==> src/rtl/mem1_if.sv <==
// rtl/mem1_if.sv - data-memory request/response bus between mem1 and the data memory
interface mem1_if #(
  parameter int RegW = 32
);
  logic [RegW-1:0] dm_addr_o;
  logic [RegW-1:0] dm_wdata_o;
  logic [3:0]      dm_be_n_o;
  logic            dm_re_o;
  logic            dm_we_o;
  logic [RegW-1:0] dm_rdata_i;
  logic            dm_ready_i;

  modport master (
    output dm_addr_o, dm_wdata_o, dm_be_n_o, dm_re_o, dm_we_o,
    input  dm_rdata_i, dm_ready_i
  );

  modport slave (
    input  dm_addr_o, dm_wdata_o, dm_be_n_o, dm_re_o, dm_we_o,
    output dm_rdata_i, dm_ready_i
  );
endinterface

==> src/rtl/mem1.sv <==
// rtl/mem1.sv - first memory-access stage: latches EXE output, issues aligned data-memory requests
module mem1 #(
  parameter int RegW       = 32,
  parameter int WAIT_LIMIT = 255
) (
  input  logic            clk,
  input  logic            rst,
  input  logic            exe_valid_i,
  output logic            mem1_allowin_o,
  input  logic [5:0]      mem_control_i,
  input  logic [RegW-1:0] exe_result_i,
  input  logic [RegW-1:0] store_data_i,
  input  logic [4:0]      wb_wdest_i,
  input  logic            wb_we_i,
  input  logic [RegW-1:0] pc_i,
  input  logic            mem2_allowin_i,
  output logic            mem1_valid_o,
  output logic [5:0]      mem_control_o,
  output logic [RegW-1:0] exe_result_o,
  output logic [4:0]      wb_wdest_o,
  output logic            wb_we_o,
  output logic [RegW-1:0] pc_o,
  output logic [RegW-1:0] dm_rdata_o,
  output logic            ale_o,
  output logic            bus_err_o,
  output logic [4:0]      ctl_mem1_dest_o,
  mem1_if.master          dm
);

  typedef enum logic [1:0] {IDLE, BUSY, HOLD} state_e;

  localparam logic [7:0] LIMIT_M1 = 8'(WAIT_LIMIT - 1);

  state_e          state_q;
  logic [7:0]      cnt_q;
  logic            valid_q, ale_q, bus_err_q;
  logic [5:0]      mc_q;
  logic [RegW-1:0] res_q, pc_q, rdata_q;
  logic [4:0]      wdest_q;
  logic            wbwe_q;
  logic [RegW-1:0] addr_q, wdata_q;
  logic [3:0]      be_n_q;
  logic            re_q, we_q;

  logic            accept_w, is_load_w, is_store_w, mem_op_w, aligned_w;
  logic [2:0]      size_w;
  logic [3:0]      be_n_d;
  logic [RegW-1:0] wdata_d;

  assign mem1_allowin_o = (state_q == IDLE) | ((state_q == HOLD) & mem2_allowin_i);
  assign accept_w       = exe_valid_i & mem1_allowin_o;
  assign is_load_w      = mem_control_i[5];
  assign is_store_w     = mem_control_i[4];
  assign size_w         = mem_control_i[2:0];
  assign mem_op_w       = is_load_w | is_store_w;

  // Request shape is computed from the incoming fields and registered on accept.
  always_comb begin
    aligned_w = 1'b1;
    be_n_d    = 4'b0000;
    wdata_d   = '0;
    case (size_w)
      3'd4:    aligned_w = 1'b1;
      3'd2:    aligned_w = ~exe_result_i[0];
      default: aligned_w = (exe_result_i[1:0] == 2'b00);
    endcase
    if (is_store_w) begin
      case (size_w)
        3'd4: begin
          be_n_d  = ~(4'b0001 << exe_result_i[1:0]);
          wdata_d = {4{store_data_i[7:0]}};
        end
        3'd2: begin
          be_n_d  = exe_result_i[1] ? 4'b0011 : 4'b1100;
          wdata_d = {2{store_data_i[15:0]}};
        end
        default: begin
          be_n_d  = 4'b0000;
          wdata_d = store_data_i;
        end
      endcase
    end
  end

  always_ff @(posedge clk) begin
    if (rst) begin
      state_q   <= IDLE;
      cnt_q     <= '0;
      valid_q   <= 1'b0;
      ale_q     <= 1'b0;
      bus_err_q <= 1'b0;
      mc_q      <= '0;
      res_q     <= '0;
      pc_q      <= '0;
      rdata_q   <= '0;
      wdest_q   <= '0;
      wbwe_q    <= 1'b0;
      addr_q    <= '0;
      wdata_q   <= '0;
      be_n_q    <= 4'hF;
      re_q      <= 1'b0;
      we_q      <= 1'b0;
    end else if (accept_w) begin
      mc_q      <= mem_control_i;
      res_q     <= exe_result_i;
      pc_q      <= pc_i;
      wdest_q   <= wb_wdest_i;
      wbwe_q    <= wb_we_i;
      ale_q     <= mem_op_w & ~aligned_w;
      bus_err_q <= 1'b0;
      cnt_q     <= '0;
      if (mem_op_w & aligned_w) begin
        state_q <= BUSY;
        valid_q <= 1'b0;
        re_q    <= is_load_w;
        we_q    <= is_store_w;
        addr_q  <= {exe_result_i[RegW-1:2], 2'b00};
        be_n_q  <= be_n_d;
        wdata_q <= wdata_d;
      end else begin
        state_q <= HOLD;
        valid_q <= 1'b1;
      end
    end else begin
      case (state_q)
        BUSY: begin
          // Completion or timeout both retire the request and move to HOLD.
          if (dm.dm_ready_i || (cnt_q == LIMIT_M1)) begin
            state_q <= HOLD;
            valid_q <= 1'b1;
            cnt_q   <= '0;
            re_q    <= 1'b0;
            we_q    <= 1'b0;
            addr_q  <= '0;
            wdata_q <= '0;
            be_n_q  <= 4'hF;
            if (dm.dm_ready_i && mc_q[5]) rdata_q <= dm.dm_rdata_i;
            if (!dm.dm_ready_i) bus_err_q <= 1'b1;
          end else begin
            cnt_q <= cnt_q + 8'd1;
          end
        end
        HOLD: begin
          if (mem2_allowin_i) begin
            state_q   <= IDLE;
            valid_q   <= 1'b0;
            ale_q     <= 1'b0;
            bus_err_q <= 1'b0;
          end
        end
        default: ;
      endcase
    end
  end

  assign mem1_valid_o    = valid_q;
  assign mem_control_o   = mc_q;
  assign exe_result_o    = res_q;
  assign wb_wdest_o      = wdest_q;
  assign wb_we_o         = wbwe_q;
  assign pc_o            = pc_q;
  assign dm_rdata_o      = rdata_q;
  assign ale_o           = ale_q;
  assign bus_err_o       = bus_err_q;
  assign ctl_mem1_dest_o = wdest_q & {5{state_q != IDLE}};
  assign dm.dm_addr_o    = addr_q;
  assign dm.dm_wdata_o   = wdata_q;
  assign dm.dm_be_n_o    = be_n_q;
  assign dm.dm_re_o      = re_q;
  assign dm.dm_we_o      = we_q;

endmodule

==> src/flat_wrapper.sv <==
// flat-port wrapper written by rule: the top's interface ports become plain ports
module mem1_flat 
#(
  parameter int RegW       = 32,
  parameter int WAIT_LIMIT = 255
)
  (clk, rst, exe_valid_i, mem1_allowin_o, mem_control_i, exe_result_i, store_data_i, wb_wdest_i, wb_we_i, pc_i, mem2_allowin_i, mem1_valid_o, mem_control_o, exe_result_o, wb_wdest_o, wb_we_o, pc_o, dm_rdata_o, ale_o, bus_err_o, ctl_mem1_dest_o, dm_dm_addr_o, dm_dm_wdata_o, dm_dm_be_n_o, dm_dm_re_o, dm_dm_we_o, dm_dm_rdata_i, dm_dm_ready_i);
  mem1_if #(.RegW(RegW)) dm_i ();
  input  logic clk;
  input  logic rst;
  input  logic exe_valid_i;
  output logic mem1_allowin_o;
  input  logic [5:0] mem_control_i;
  input  logic [RegW-1:0] exe_result_i;
  input  logic [RegW-1:0] store_data_i;
  input  logic [4:0] wb_wdest_i;
  input  logic wb_we_i;
  input  logic [RegW-1:0] pc_i;
  input  logic mem2_allowin_i;
  output logic mem1_valid_o;
  output logic [5:0] mem_control_o;
  output logic [RegW-1:0] exe_result_o;
  output logic [4:0] wb_wdest_o;
  output logic wb_we_o;
  output logic [RegW-1:0] pc_o;
  output logic [RegW-1:0] dm_rdata_o;
  output logic ale_o;
  output logic bus_err_o;
  output logic [4:0] ctl_mem1_dest_o;
  output wire logic [$bits(dm_i.dm_addr_o)-1:0] dm_dm_addr_o;
  output wire logic [$bits(dm_i.dm_wdata_o)-1:0] dm_dm_wdata_o;
  output wire logic [$bits(dm_i.dm_be_n_o)-1:0] dm_dm_be_n_o;
  output wire logic [$bits(dm_i.dm_re_o)-1:0] dm_dm_re_o;
  output wire logic [$bits(dm_i.dm_we_o)-1:0] dm_dm_we_o;
  input wire logic [$bits(dm_i.dm_rdata_i)-1:0] dm_dm_rdata_i;
  input wire logic [$bits(dm_i.dm_ready_i)-1:0] dm_dm_ready_i;
  assign dm_dm_addr_o = dm_i.dm_addr_o;
  assign dm_dm_wdata_o = dm_i.dm_wdata_o;
  assign dm_dm_be_n_o = dm_i.dm_be_n_o;
  assign dm_dm_re_o = dm_i.dm_re_o;
  assign dm_dm_we_o = dm_i.dm_we_o;
  assign dm_i.dm_rdata_i = dm_dm_rdata_i;
  assign dm_i.dm_ready_i = dm_dm_ready_i;
  mem1 #(.RegW(RegW), .WAIT_LIMIT(WAIT_LIMIT)) u_core (.clk(clk), .rst(rst), .exe_valid_i(exe_valid_i), .mem1_allowin_o(mem1_allowin_o), .mem_control_i(mem_control_i), .exe_result_i(exe_result_i), .store_data_i(store_data_i), .wb_wdest_i(wb_wdest_i), .wb_we_i(wb_we_i), .pc_i(pc_i), .mem2_allowin_i(mem2_allowin_i), .mem1_valid_o(mem1_valid_o), .mem_control_o(mem_control_o), .exe_result_o(exe_result_o), .wb_wdest_o(wb_wdest_o), .wb_we_o(wb_we_o), .pc_o(pc_o), .dm_rdata_o(dm_rdata_o), .ale_o(ale_o), .bus_err_o(bus_err_o), .ctl_mem1_dest_o(ctl_mem1_dest_o), .dm(dm_i));
endmodule
==> config.mk <==
export PLATFORM = sky130hd
export DESIGN_NAME = mem1_flat
export DESIGN_NICKNAME = d
export VERILOG_FILES = /design/src/rtl/mem1_if.sv /design/src/rtl/mem1.sv /design/src/flat_wrapper.sv
export SDC_FILE = /design/constraint.sdc
export NUM_CORES = 1
export LEC_CHECK = 0
export CAP_MARGIN = 20
export CORE_MARGIN = 2
export CORE_UTILIZATION = 44
export CTS_CLUSTER_SIZE = 24
export DETAILED_ROUTE_END_ITERATION = 10
export HOLD_SLACK_MARGIN = 0.1
export PLACE_DENSITY = 0.85
export SLEW_MARGIN = 20
export SYNTH_ARGS = -nofsm -noshare
export SYNTH_HDL_FRONTEND = slang
export SYNTH_SLANG_ARGS = --single-unit
==> constraint.sdc <==
create_clock -name clk -period 6.1 [get_ports clk]
set_clock_uncertainty 0.15 [all_clocks]
set_input_delay 1.83 -clock clk [delete_from_list [all_inputs] [get_ports clk]]
set_output_delay 1.83 -clock clk [all_outputs]
set_load 0.01 [all_outputs]
==> flow_summary.yaml <==
placed_design:
  place.detailed.hpwl_um: 15360
  dpl_cell_area_um2: 10350
  gp_congestion: 0.9039
  dpl.cell_count: 1272
  place.port_buffers: 329
synth:
  post_synth_arst_share_pct: 0
  syn-instance-count: 780
  yosys_warnings: 0
  ys_seq_area_share_pct: 53.94
  synth_seq_cells: 188
  synthFlopType: "sky130_fd_sc_hd__dfxtp_1"
  synthesis.area_um2: 6978
  synth_enable_flop_cells: 0
  synth_area_per_cell_um2: 8.946
  synth.lib_cells_used.distinct: 54
setup_path:
  critPathRequiredTime_ns: 4.12
  timing.setup.critical_path_class: "in -> out"
  setup.worst_path.end_class: "primary output"
  critical_path_arrival_ns: 3.19
  timing.critical_path.fanout_max: 5
  cp-start-kind: "input port"
  regToRegSetupSlack_ns: 3.33
  path_cells: "clkdlybuf4s50_1 -> a21o_1 -> clkdlybuf4s50_1"
  critical_path.slowest_cell: "sky130_fd_sc_hd__clkdlybuf4s50_1"
  largest_stage_delay_on_the_critical_path_ns: 0.58
  critPathMostFrequentCell: "sky130_fd_sc_hd__clkdlybuf4s50_1"
finish:
  stdcell_area_um2: 10950
  design.final.nets: 1226
  utilization_after_layout_pct: 69.70
  fillerInstances: 1220
  layoutNonFillerInstCount: 1304
  proportion_of_layout_cells_with_a_drive_suffix_above_1_pct: 4.688
  area_added_between_synthesis_and_finish_pct: 56.95
  diodes: 0
power_and_ir_drop:
  p_total_mw: 2.969
  leakage_nw: 3.919
  irDropWorstVdd_v: 0.0002101
  cellPowerDensity_nw_per_um2: 271.1
routing:
  postRouteAntennaNets: 0
  routed-via-count: 6743
  drt_pre_antenna_iters: 4
  route.detailed.vias_per_inst: 5.171
  drt_iter0_markers: 421
  drcViolationCount: 0
  wire_per_inst_um: 17.04
  detail_route.wirelength_um: 22220
status:
  outcome: "finished, final reports clean"
floorplanning:
  die-area_um2: 16880
  rows: 46
  start_util_pct: 44.41
  die_x_um: 129.9
  io_pins: 332
  coreArea_um2: 15710
  dieHeight_um: 129.9
sta:
  finalCritPeriodShare_pct: 84.68
  worst-slew-pin-transition_ns: 1.065
  rsz0062_at_grt: "false"
  setup_violations: 0
  worst_slew_margin_pct: 28.96
  min_cycle_time_layout_ns: 5.165
  clock.fmax_mhz: 193.6
  hold_violations: 0
  totalNegativeSetupSlack_ns: 0
  final_max_slew_viol_count: 0
clocking:
  tritoncts: "yes"
  ctsResizeCount: 0
  tritoncts.num_buffers: 17
  post_cts_hold_buffer_count: 0
  clkSinkCount: 188
  post-cts-setup-buffer-count: 0
  cts.path.max_buffers: 2
  cts.root.buffer_cell: "sky130_fd_sc_hd__clkbuf_16"
  cts_max_level: 4
  clkTransAtPathRegs_ns: 0.07
  clock_latency_ns: 0.42
global_route:
  grt_antenna_before_repair: 0
  number_of_global_route_vias_before_repair: 6292
  globalRoute.totalOverflow: 0
  global_route_wire_length_before_repair_um: 33400
  grtUsageTotal_pct: 25.33
  pin_count_of_the_biggest_net_entering_global_routing: 87
job:
  cap_viol_max_count: 0
hold_path:
  min-delay-path-class: "reg -> reg"
==> kinds of logic after synthesis <==
kind of cell	share of synthesized area, %
simple gates	16.50
compound gates	20.94
flops	53.94
buf+inv	4.321
mux	2.295
xor+xnor	0.8786
fa+ha+maj	1.076
other cells	0.05374
==> synthesized netlist by cell type, types with 3 or more instances <==
library cell,number,area share (%)
sky130_fd_sc_hd__nand2_1,223,12
sky130_fd_sc_hd__dfxtp_1,188,54
sky130_fd_sc_hd__a21oi_1,113,8.1
sky130_fd_sc_hd__clkbuf_1,43,2.3
sky130_fd_sc_hd__a22o_1,37,4.6
sky130_fd_sc_hd__o2bb2ai_1,25,3.1
sky130_fd_sc_hd__mux2i_1,16,2.3
sky130_fd_sc_hd__nor2_1,12,0.65
sky130_fd_sc_hd__inv_1,8,0.43
sky130_fd_sc_hd__nand3_1,8,0.57
sky130_fd_sc_hd__o22a_1,8,1.0
sky130_fd_sc_hd__o22ai_1,8,0.72
sky130_fd_sc_hd__ha_1,6,1.1
sky130_fd_sc_hd__buf_1,5,0.27
sky130_fd_sc_hd__buf_4,5,0.54
sky130_fd_sc_hd__nor2b_1,5,0.45
sky130_fd_sc_hd__buf_2,4,0.29
sky130_fd_sc_hd__nand2b_1,4,0.36
sky130_fd_sc_hd__nand4_1,4,0.36
sky130_fd_sc_hd__xor2_1,4,0.50
sky130_fd_sc_hd__a211oi_1,3,0.32
sky130_fd_sc_hd__and3_1,3,0.27
sky130_fd_sc_hd__buf_6,3,0.48
sky130_fd_sc_hd__o21ai_0,3,0.22
sky130_fd_sc_hd__xnor2_1,3,0.38
==> report_power, final <==
part           leakage, nW  switching, mW  internal, mW
registers             1.53         0.0368          1.29
logic                 2.10          0.250         0.263
clock network        0.292          0.500         0.626
==> cells in the final DEF, fill, tap and decap left out, types with 5 or more instances in the layout <==
| master | Yosys | layout |
|---|---|---|
| sky130_fd_sc_hd__o22a_1 | 8 | 8 |
| sky130_fd_sc_hd__clkdlybuf4s50_1 | 0 | 328 |
| sky130_fd_sc_hd__o22ai_1 | 8 | 8 |
| sky130_fd_sc_hd__nor2b_1 | 5 | 5 |
| sky130_fd_sc_hd__nor2_1 | 12 | 12 |
| sky130_fd_sc_hd__nand3_1 | 8 | 7 |
| sky130_fd_sc_hd__clkbuf_16 | 0 | 17 |
| sky130_fd_sc_hd__a22o_1 | 37 | 37 |
| sky130_fd_sc_hd__inv_1 | 8 | 8 |
| sky130_fd_sc_hd__nand2_1 | 223 | 222 |
| sky130_fd_sc_hd__buf_4 | 5 | 7 |
| sky130_fd_sc_hd__a21oi_1 | 113 | 113 |
| sky130_fd_sc_hd__mux2i_1 | 16 | 16 |
| sky130_fd_sc_hd__dfxtp_1 | 188 | 188 |
| sky130_fd_sc_hd__ha_1 | 6 | 6 |
| sky130_fd_sc_hd__o2bb2ai_1 | 25 | 25 |
==> final timing paths <==
| path | from | cells past startpoint | end |
|---|---|---|---|
| worst min-delay path | u_core.exe_result_o[6] | 2 | u_core.exe_result_o[6] |
| worst max register to register | u_core.mem1_valid_o | 8 | u_core.dm.dm_be_n_o[3] |
| worst max-delay path | mem2_allowin_i | 3 | mem1_allowin_o |
| worst min register to register | u_core.exe_result_o[6] | 2 | u_core.exe_result_o[6] |
==> critical path: cells and delay by family <==
kind | cells | cell delay (ns)
buffers and inverters | 2 | 1.11
AO/OA/AOI/OAI | 1 | 0.24
==> flip-flops by register name, indices dropped and copies added, names as in the netlist <==
register / flops
u_core.wb_wdest_o: 5
u_core.dm.dm_be_n_o: 4
u_core.bus_err_o: 1
u_core.dm_rdata_o: 32
u_core.wb_we_o: 1
u_core.cnt_q: 8
u_core.dm.dm_addr_o: 30
u_core.mem_control_o: 6
u_core.ale_o: 1
u_core.state_q: 1
u_core.exe_result_o: 32
u_core.dm.dm_re_o: 1
u_core.mem1_valid_o: 1
u_core.dm.dm_wdata_o: 32
u_core.dm.dm_we_o: 1
u_core.pc_o: 32
==> metrics by stage <==
step | hold slack [ns] | worst slack [ns]
2_1_floorplan | 0.3174 | 2.076
3_3_place_gp | 0.2853 | 1.020
3_5_place_dp | 0.2918 | 0.9597
4_1_cts | 0.3052 | 0.9571
5_1_grt | 0.3184 | 0.8718
6_report | 0.3030 | 0.9348
==> layer usage <==
layer	up-vias	part of all wire, %	global-route usage [%]	routed length, um
met1	3190	42	31.62	9307
li1	3277	-	-	-
met3	41	6.8	7.708	1507
met2	235	49	41.55	10800
met4	0	2.7	9.235	601
met5	-	0	0	0
==> layout make-up <==
cell class              instances  area, um2  share of cell area, %
clock inverters                14      160.2                  1.462
clock buffers                  18      439.2                  4.010
inverters                       8      30.03                 0.2742
flip-flops and latches        188       3764                  34.37
multi-input cells             525       2953                  26.96
repair buffers                335       3336                  30.46
well taps                     216      270.3                  2.468
Power figures use the tool's default switching activity.
